<file path="src/rtl/maxpool_pkg.sv">
// Shared types and sizing helpers for the 2x2 stride-2 max-pool sequencer.
package maxpool_pkg;

  localparam int DEFAULT_DATA_WIDTH = 16;
  localparam int DEFAULT_IMG_W      = 416;
  localparam int DEFAULT_IMG_H      = 416;
  localparam int HALF_W             = DEFAULT_IMG_W / 2;

  typedef logic signed [DEFAULT_DATA_WIDTH-1:0] pixel_t;

  // Counter width that stays at least one bit for degenerate sizes.
  function automatic int cnt_width(input int n);
    return (n <= 1) ? 1 : $clog2(n);
  endfunction

  localparam int COL_W = cnt_width(DEFAULT_IMG_W);
  localparam int ROW_W = cnt_width(DEFAULT_IMG_H);

endpackage

</file>
<file path="src/rtl/maxpool_ctrl_if.sv">
// Pixel-in / pooled-pixel-out valid/ready streams plus the frame-done pulse.
interface maxpool_ctrl_if #(
  parameter int DATA_WIDTH = 16
);
  logic signed [DATA_WIDTH-1:0] in_data;
  logic                         in_valid;
  logic                         in_ready;
  logic signed [DATA_WIDTH-1:0] out_data;
  logic                         out_valid;
  logic                         out_ready;
  logic                         frame_done;

  modport master (
    output in_data, in_valid, out_ready,
    input  in_ready, out_data, out_valid, frame_done
  );

  modport slave (
    input  in_data, in_valid, out_ready,
    output in_ready, out_data, out_valid, frame_done
  );
endinterface

</file>
<file path="src/rtl/pool_line_buf.sv">
// Half-row store of horizontal partial maxima: synchronous write, combinational read.
module pool_line_buf #(
  parameter int DEPTH = 208,
  parameter int W     = 16,
  parameter int AW    = 8
) (
  input  logic                clk,
  input  logic                we,
  input  logic [AW-1:0]       waddr,
  input  logic signed [W-1:0] wdata,
  input  logic [AW-1:0]       raddr,
  output logic signed [W-1:0] rdata
);
  logic signed [W-1:0] mem [DEPTH];

  // Contents need no reset: every entry is written on an even row before use.
  always_ff @(posedge clk) begin
    if (we) begin
      mem[waddr] <= wdata;
    end
  end

  assign rdata = mem[raddr];
endmodule

</file>
<file path="src/rtl/signed_max.sv">
// Pairwise two's-complement maximum; on a tie the second operand is returned.
module signed_max #(
  parameter int W = 16
) (
  input  logic signed [W-1:0] a,
  input  logic signed [W-1:0] b,
  output logic signed [W-1:0] y
);
  assign y = (a > b) ? a : b;
endmodule

</file>
<file path="src/rtl/maxpool_ctrl.sv">
// Streaming 2x2 stride-2 max-pool: raster pixels in, one pooled pixel per window out.
module maxpool_ctrl
  import maxpool_pkg::*;
#(
  parameter int DATA_WIDTH = DEFAULT_DATA_WIDTH,
  parameter int IMG_W      = DEFAULT_IMG_W,
  parameter int IMG_H      = DEFAULT_IMG_H
) (
  input logic           clk,
  input logic           rst,
  maxpool_ctrl_if.slave bus
);
  localparam int LB_DEPTH = IMG_W / 2;
  localparam int CW       = cnt_width(IMG_W);
  localparam int RW       = cnt_width(IMG_H);
  localparam int AW       = cnt_width(LB_DEPTH);

  if ((IMG_W % 2) != 0 || (IMG_H % 2) != 0 || IMG_W < 2 || IMG_H < 2) begin : g_bad_geometry
    $fatal(1, "maxpool_ctrl: IMG_W and IMG_H must be even and >= 2");
  end

  logic [CW-1:0]               col_r;
  logic [RW-1:0]               row_r;
  logic signed [DATA_WIDTH-1:0] hold_r;
  logic signed [DATA_WIDTH-1:0] out_data_r;
  logic                        out_valid_r;
  logic                        last_flag_r;

  logic                        in_ready_s;
  logic                        accept_s;
  logic                        col_last_s;
  logic                        row_last_s;
  logic                        lb_we_s;
  logic                        load_s;
  logic [AW-1:0]               lb_idx_s;
  logic signed [DATA_WIDTH-1:0] lb_rdata_s;
  logic signed [DATA_WIDTH-1:0] h_max_s;
  logic signed [DATA_WIDTH-1:0] v_max_s;

  assign in_ready_s = !out_valid_r || bus.out_ready;
  assign accept_s   = bus.in_valid && in_ready_s;
  assign col_last_s = (col_r == CW'(IMG_W - 1));
  assign row_last_s = (row_r == RW'(IMG_H - 1));
  assign lb_idx_s   = AW'(col_r >> 1);
  assign lb_we_s    = accept_s && col_r[0] && !row_r[0];
  assign load_s     = accept_s && col_r[0] && row_r[0];

  signed_max #(.W(DATA_WIDTH)) u_hmax (
    .a (hold_r),
    .b (bus.in_data),
    .y (h_max_s)
  );

  signed_max #(.W(DATA_WIDTH)) u_vmax (
    .a (lb_rdata_s),
    .b (h_max_s),
    .y (v_max_s)
  );

  pool_line_buf #(.DEPTH(LB_DEPTH), .W(DATA_WIDTH), .AW(AW)) u_line_buf (
    .clk   (clk),
    .we    (lb_we_s),
    .waddr (lb_idx_s),
    .wdata (h_max_s),
    .raddr (lb_idx_s),
    .rdata (lb_rdata_s)
  );

  // Raster position counters and the even-column hold register.
  always_ff @(posedge clk) begin
    if (rst) begin
      col_r  <= '0;
      row_r  <= '0;
      hold_r <= '0;
    end else if (accept_s) begin
      if (col_last_s) begin
        col_r <= '0;
        row_r <= row_last_s ? '0 : row_r + RW'(1);
      end else begin
        col_r <= col_r + CW'(1);
      end
      if (!col_r[0]) begin
        hold_r <= bus.in_data;
      end
    end
  end

  // Single-entry output register; a new load wins over a same-cycle drain.
  always_ff @(posedge clk) begin
    if (rst) begin
      out_valid_r <= 1'b0;
      out_data_r  <= '0;
      last_flag_r <= 1'b0;
    end else if (load_s) begin
      out_valid_r <= 1'b1;
      out_data_r  <= v_max_s;
      last_flag_r <= col_last_s && row_last_s;
    end else if (out_valid_r && bus.out_ready) begin
      out_valid_r <= 1'b0;
      last_flag_r <= 1'b0;
    end
  end

  assign bus.in_ready   = in_ready_s;
  assign bus.out_valid  = out_valid_r;
  assign bus.out_data   = out_data_r;
  assign bus.frame_done = out_valid_r && bus.out_ready && last_flag_r;
endmodule

</file>
<file path="src/flat_wrapper.sv">
// flat-port wrapper written by rule: the top's interface ports become plain ports
module maxpool_ctrl_flat import maxpool_pkg::*;
#(
  parameter int DATA_WIDTH = DEFAULT_DATA_WIDTH,
  parameter int IMG_W      = DEFAULT_IMG_W,
  parameter int IMG_H      = DEFAULT_IMG_H
)
  (clk, rst, bus_in_data, bus_in_valid, bus_out_ready, bus_in_ready, bus_out_data, bus_out_valid, bus_frame_done);
  maxpool_ctrl_if #(.DATA_WIDTH(DATA_WIDTH)) bus_i ();
  input logic clk;
  input logic rst;
  input wire logic [$bits(bus_i.in_data)-1:0] bus_in_data;
  input wire logic [$bits(bus_i.in_valid)-1:0] bus_in_valid;
  input wire logic [$bits(bus_i.out_ready)-1:0] bus_out_ready;
  output wire logic [$bits(bus_i.in_ready)-1:0] bus_in_ready;
  output wire logic [$bits(bus_i.out_data)-1:0] bus_out_data;
  output wire logic [$bits(bus_i.out_valid)-1:0] bus_out_valid;
  output wire logic [$bits(bus_i.frame_done)-1:0] bus_frame_done;
  assign bus_i.in_data = bus_in_data;
  assign bus_i.in_valid = bus_in_valid;
  assign bus_i.out_ready = bus_out_ready;
  assign bus_in_ready = bus_i.in_ready;
  assign bus_out_data = bus_i.out_data;
  assign bus_out_valid = bus_i.out_valid;
  assign bus_frame_done = bus_i.frame_done;
  maxpool_ctrl #(.DATA_WIDTH(DATA_WIDTH), .IMG_W(IMG_W), .IMG_H(IMG_H)) u_core (.clk(clk), .rst(rst), .bus(bus_i));
endmodule
</file>
<file path="config.mk">
export PLATFORM = sky130hd
export DESIGN_NAME = maxpool_ctrl_flat
export DESIGN_NICKNAME = d
export VERILOG_FILES = /design/src/rtl/maxpool_pkg.sv /design/src/rtl/maxpool_ctrl_if.sv /design/src/rtl/pool_line_buf.sv /design/src/rtl/signed_max.sv /design/src/rtl/maxpool_ctrl.sv /design/src/flat_wrapper.sv
export SDC_FILE = /design/constraint.sdc
export NUM_CORES = 2
export LEC_CHECK = 0
export CORE_MARGIN = 2
export CORE_UTILIZATION = 60
export CTS_CLUSTER_DIAMETER = 80
export DETAILED_ROUTE_END_ITERATION = 7
export PLACE_DENSITY = 0.82
export SYNTH_ARGS = -nofsm -noshare
export SYNTH_HDL_FRONTEND = slang
export SYNTH_SLANG_ARGS = --single-unit
</file>
<file path="constraint.sdc">
create_clock -name clk -period 9.2 [get_ports clk]
set_clock_uncertainty 0.1 [all_clocks]
set_input_delay 1.84 -clock clk [delete_from_list [all_inputs] [get_ports clk]]
set_output_delay 1.84 -clock clk [all_outputs]
set_load 0.02 [all_outputs]
</file>
==> impl_metrics.env <==
export IMPL_max_slew_margin_rel_pct=-0.8556
export IMPL_synth_edf_count=3328
export IMPL_finalPower_mw=32.39
export IMPL_run_status="finished, violations left"
export IMPL_p_per_area_mw_per_mm2=220.0
export IMPL_cts_root_buf="clkbuf_16"
export IMPL_fin_setup_tns_ns=0
export IMPL_clk_insertion_delay_late_ns=0.97
export IMPL_syn_cell_area_mm2=0.1317
export IMPL_antenna_found_initial=15
export IMPL_rsz0062_at_grt="false"
export IMPL_r2r_end="u_core.bus.out_data[10]"
export IMPL_cts_tree="yes"
export IMPL_holdBufCountCts=0
export IMPL_cap_violations=2
export IMPL_start_util_pct=60.52
export IMPL_mostFrequentLayoutCell="edfxtp_1"
export IMPL_tightestPinTransition_ns=1.471
export IMPL_die_h_um=472.5
export IMPL_portBuffers=38
export IMPL_clock_sinks=3388
export IMPL_postLayoutCoreUtil_pct=67.64
export IMPL_wl_um=363500
export IMPL_fmax_ghz=0.1483
export IMPL_ios=39
export IMPL_critical_path_top_delay_family="compound AO/OA/AOI/OAI gates"
export IMPL_die_width_um=472.5
export IMPL_setup_violations=0
export IMPL_drtPass1Iterations=8
export IMPL_drt_iter0_markers=12210
export IMPL_crit_path_end_kind="flop"
export IMPL_drive_gt1_share_pct=26.48
export IMPL_hold_path_class="flop to flop"
export IMPL_grt_total_usage_pct=32.74
export IMPL_cp_required_ns=9.94
export IMPL_crit_arrival_ns=7.49
export IMPL_dp_hpwl_um=189700
export IMPL_h_tree_depth=5
export IMPL_grt_pass1_wl_um=514600
export IMPL_yosysTopAreaCell="edfxtp_1"
export IMPL_layout_nets=6371
export IMPL_gp_congestion=0.9147
export IMPL_cpMaxStageDelayCell="a211oi_1"
export IMPL_grt_pass1_vias=69310
export IMPL_cpMostUsedCell="buf_4"
export IMPL_peakVddDrop_uv=188.6
export IMPL_violations="max-capacitance violations, max-slew violations"
export IMPL_ys_seq_area_share_pct=76.80
export IMPL_rrSetupSlack_ns=2.46
export IMPL_synthToLayoutAreaGrowth_pct=11.77
export IMPL_dp_cells=8833
export IMPL_numCtsBuffers=336
export IMPL_coreArea_mm2=0.2176
export IMPL_ys_seq_elements=3388
export IMPL_hp_start="u_core.last_flag_r"
export IMPL_wire_per_inst_um=38.54
export IMPL_period_minus_slack_ns=6.742
export IMPL_r2r_cells=15
export IMPL_synth_nets=6038
export IMPL_crit_chain="buf_4 > buf_4 > nor4_2 > buf_4 > a22oi_1 > o221ai_1 > nand4b_1 > a211oi_1 > ha_1 > nor2_1 > a211oi_1 > o31a_1 > o21a_1 > nor3_1 > a221o_1"
export IMPL_ys_flop_type="edfxtp_1"
export IMPL_vias=69490
export IMPL_avgSynthCellArea_um2=22.01
export IMPL_critical_path_buf_inv_count=3
export IMPL_start_kind="flop"
export IMPL_worstHoldEndpoint="u_core.last_flag_r"
export IMPL_synth_area_leaders="edfxtp_1 76%, mux4_2 15%, mux2i_1 1.6%"
export IMPL_viasPerCell=7.368
export IMPL_clk_pin_slew_ns=0.06
export IMPL_drv_slew=1
export IMPL_cts_repair_resized=0
export IMPL_std_cell_rows=171
export IMPL_detail_route_antenna_nets=0
export IMPL_postCtsSetupBuffers=0
export IMPL_synth_distinct_cells=64
export IMPL_max_stage_delay_ns=1.22
export IMPL_final_hold_violation_count=0
export IMPL_path_class="flop to flop"
export IMPL_async_reset_ff_share_pct=0
export IMPL_drc=0
export IMPL_max_clock_path_buffers=4
export IMPL_cp_max_fo=53
export IMPL_synth_top_area_share_pct=75.89
export IMPL_grt_max_degree=139
export IMPL_instances_no_fill=9431
export IMPL_p_leak_nw=44.76
export IMPL_die_area_mm2=0.2233
export IMPL_mostFrequentLayoutCells="3328 x edfxtp_1, 875 x mux4_2, 341 x clkbuf_16, 279 x buf_4, 255 x nor2_1"
export IMPL_grt_ovfl_total=0
export IMPL_synthCells=5984
export IMPL_yosysWarningCount=0
export IMPL_whs_path_depth=2
export IMPL_layout_worst_path_cycle_share_pct=73.28
==> metal layers <==
layer	global-route usage, %	share of wire (%)
met1	41.84	32
met5	0	0.034
met4	19.15	7.4
met2	51.51	48
met3	8.396	13
==> cell families (layout without fill, tap and decap cells) <==
kind of cell             Yosys count  after routing  share of synthesized area [%]
AO/OA/AOI/OAI                    332            332                          1.848
flip-flops                      3388           3388                          76.80
XOR/XNOR                          11             11                        0.07316
buffers and inverters            380            968                          1.612
adder cells (fa/ha/maj)           34             34                         0.3230
multiplexers                    1134           1134                          16.98
other                              0              5                              0
AND/OR/NAND/NOR                  705            705                          2.367
==> per-stage QoR <==
step	hold slack (ns)	worst slack [ns]	area, um^2
global route	0.4217	1.990	147200
global placement	0.3513	1.597	136500
detailed placement	0.3847	1.588	136500
CTS	0.3940	2.612	147200
finish	0.3876	2.458	147200
floorplan	0.3393	1.903	131700
==> worst reg2reg max path, cell delays in order (launching register included) <==
cell	delay (ns)
dfxtp_4	0.56
buf_4	0.75
buf_4	0.70
nor4_2	0.16
buf_4	0.26
a22oi_1	0.28
o221ai_1	0.22
nand4b_1	0.60
a211oi_1	1.22
ha_1	0.34
nor2_1	0.06
a211oi_1	0.26
o31a_1	0.18
o21a_1	0.49
nor3_1	0.11
a221o_1	0.33
==> how the worst max path moves through the flow <==
stage / startpoint / end / cells past startpoint
floorplan: bus_in_data[1] / u_core.bus.out_data[0] / 18
global placement: bus_in_data[1] / u_core.bus.out_data[10] / 19
detailed placement: bus_in_data[1] / u_core.bus.out_data[10] / 19
CTS: bus_in_data[5] / u_core.bus.out_data[10] / 18
global route: bus_in_data[5] / u_core.bus.out_data[10] / 18
finish: flop / u_core.bus.out_data[10] / 15
==> power breakdown <==
group / switching, mW / internal (mW)
Clock: 5.82 / 7.83
Sequential: 0.0168 / 17.3
Combinational: 1.00 / 0.373
Total: 6.84 / 25.5
==> state kept, by name, indices dropped and copies added (netlist names), named ones only <==
| signal | flops |
|---|---|
| u_core.u_line_buf.mem | 3328 |
| u_core.bus.out_data | 16 |
| u_core.hold_r | 16 |
| u_core.col_r | 9 |
| u_core.row_r | 9 |
| u_core.bus.out_valid | 1 |
| u_core.last_flag_r | 1 |
==> cell type report <==
cell class / count / area (um^2)
antenna: 5 / 12.51
tap: 2854 / 3571
multi-input combinational: 2216 / 28710
inverter: 37 / 148.9
clock inverter: 188 / 1859
sequential: 3388 / 101200
clock buffer: 405 / 8833
fill: 12060 / 70400
timing repair buffer: 338 / 2890
==> Yosys cell counts, drive strengths merged (7+ instances only) <==
library cell and n:
a32oi 13, clkbuf 118, o21ai 13, o211ai 17, ha 34, a21oi 60
mux4 875, buf 225, inv 37, nand4b 10, a21o 7, nand3 42
nand2 232, edfxtp 3328, o221ai 12, nand4 31, o22ai 15, dfxtp 60
nor2 267, a31oi 19, nand2b 11, nor2b 52, mux2i 210, mux2 49
a22oi 53, xor2 10, a2111oi 14, nor3 28, a211oi 73, o2111a 11
and3 11
Note: power is estimated with default switching activity, not from simulation.
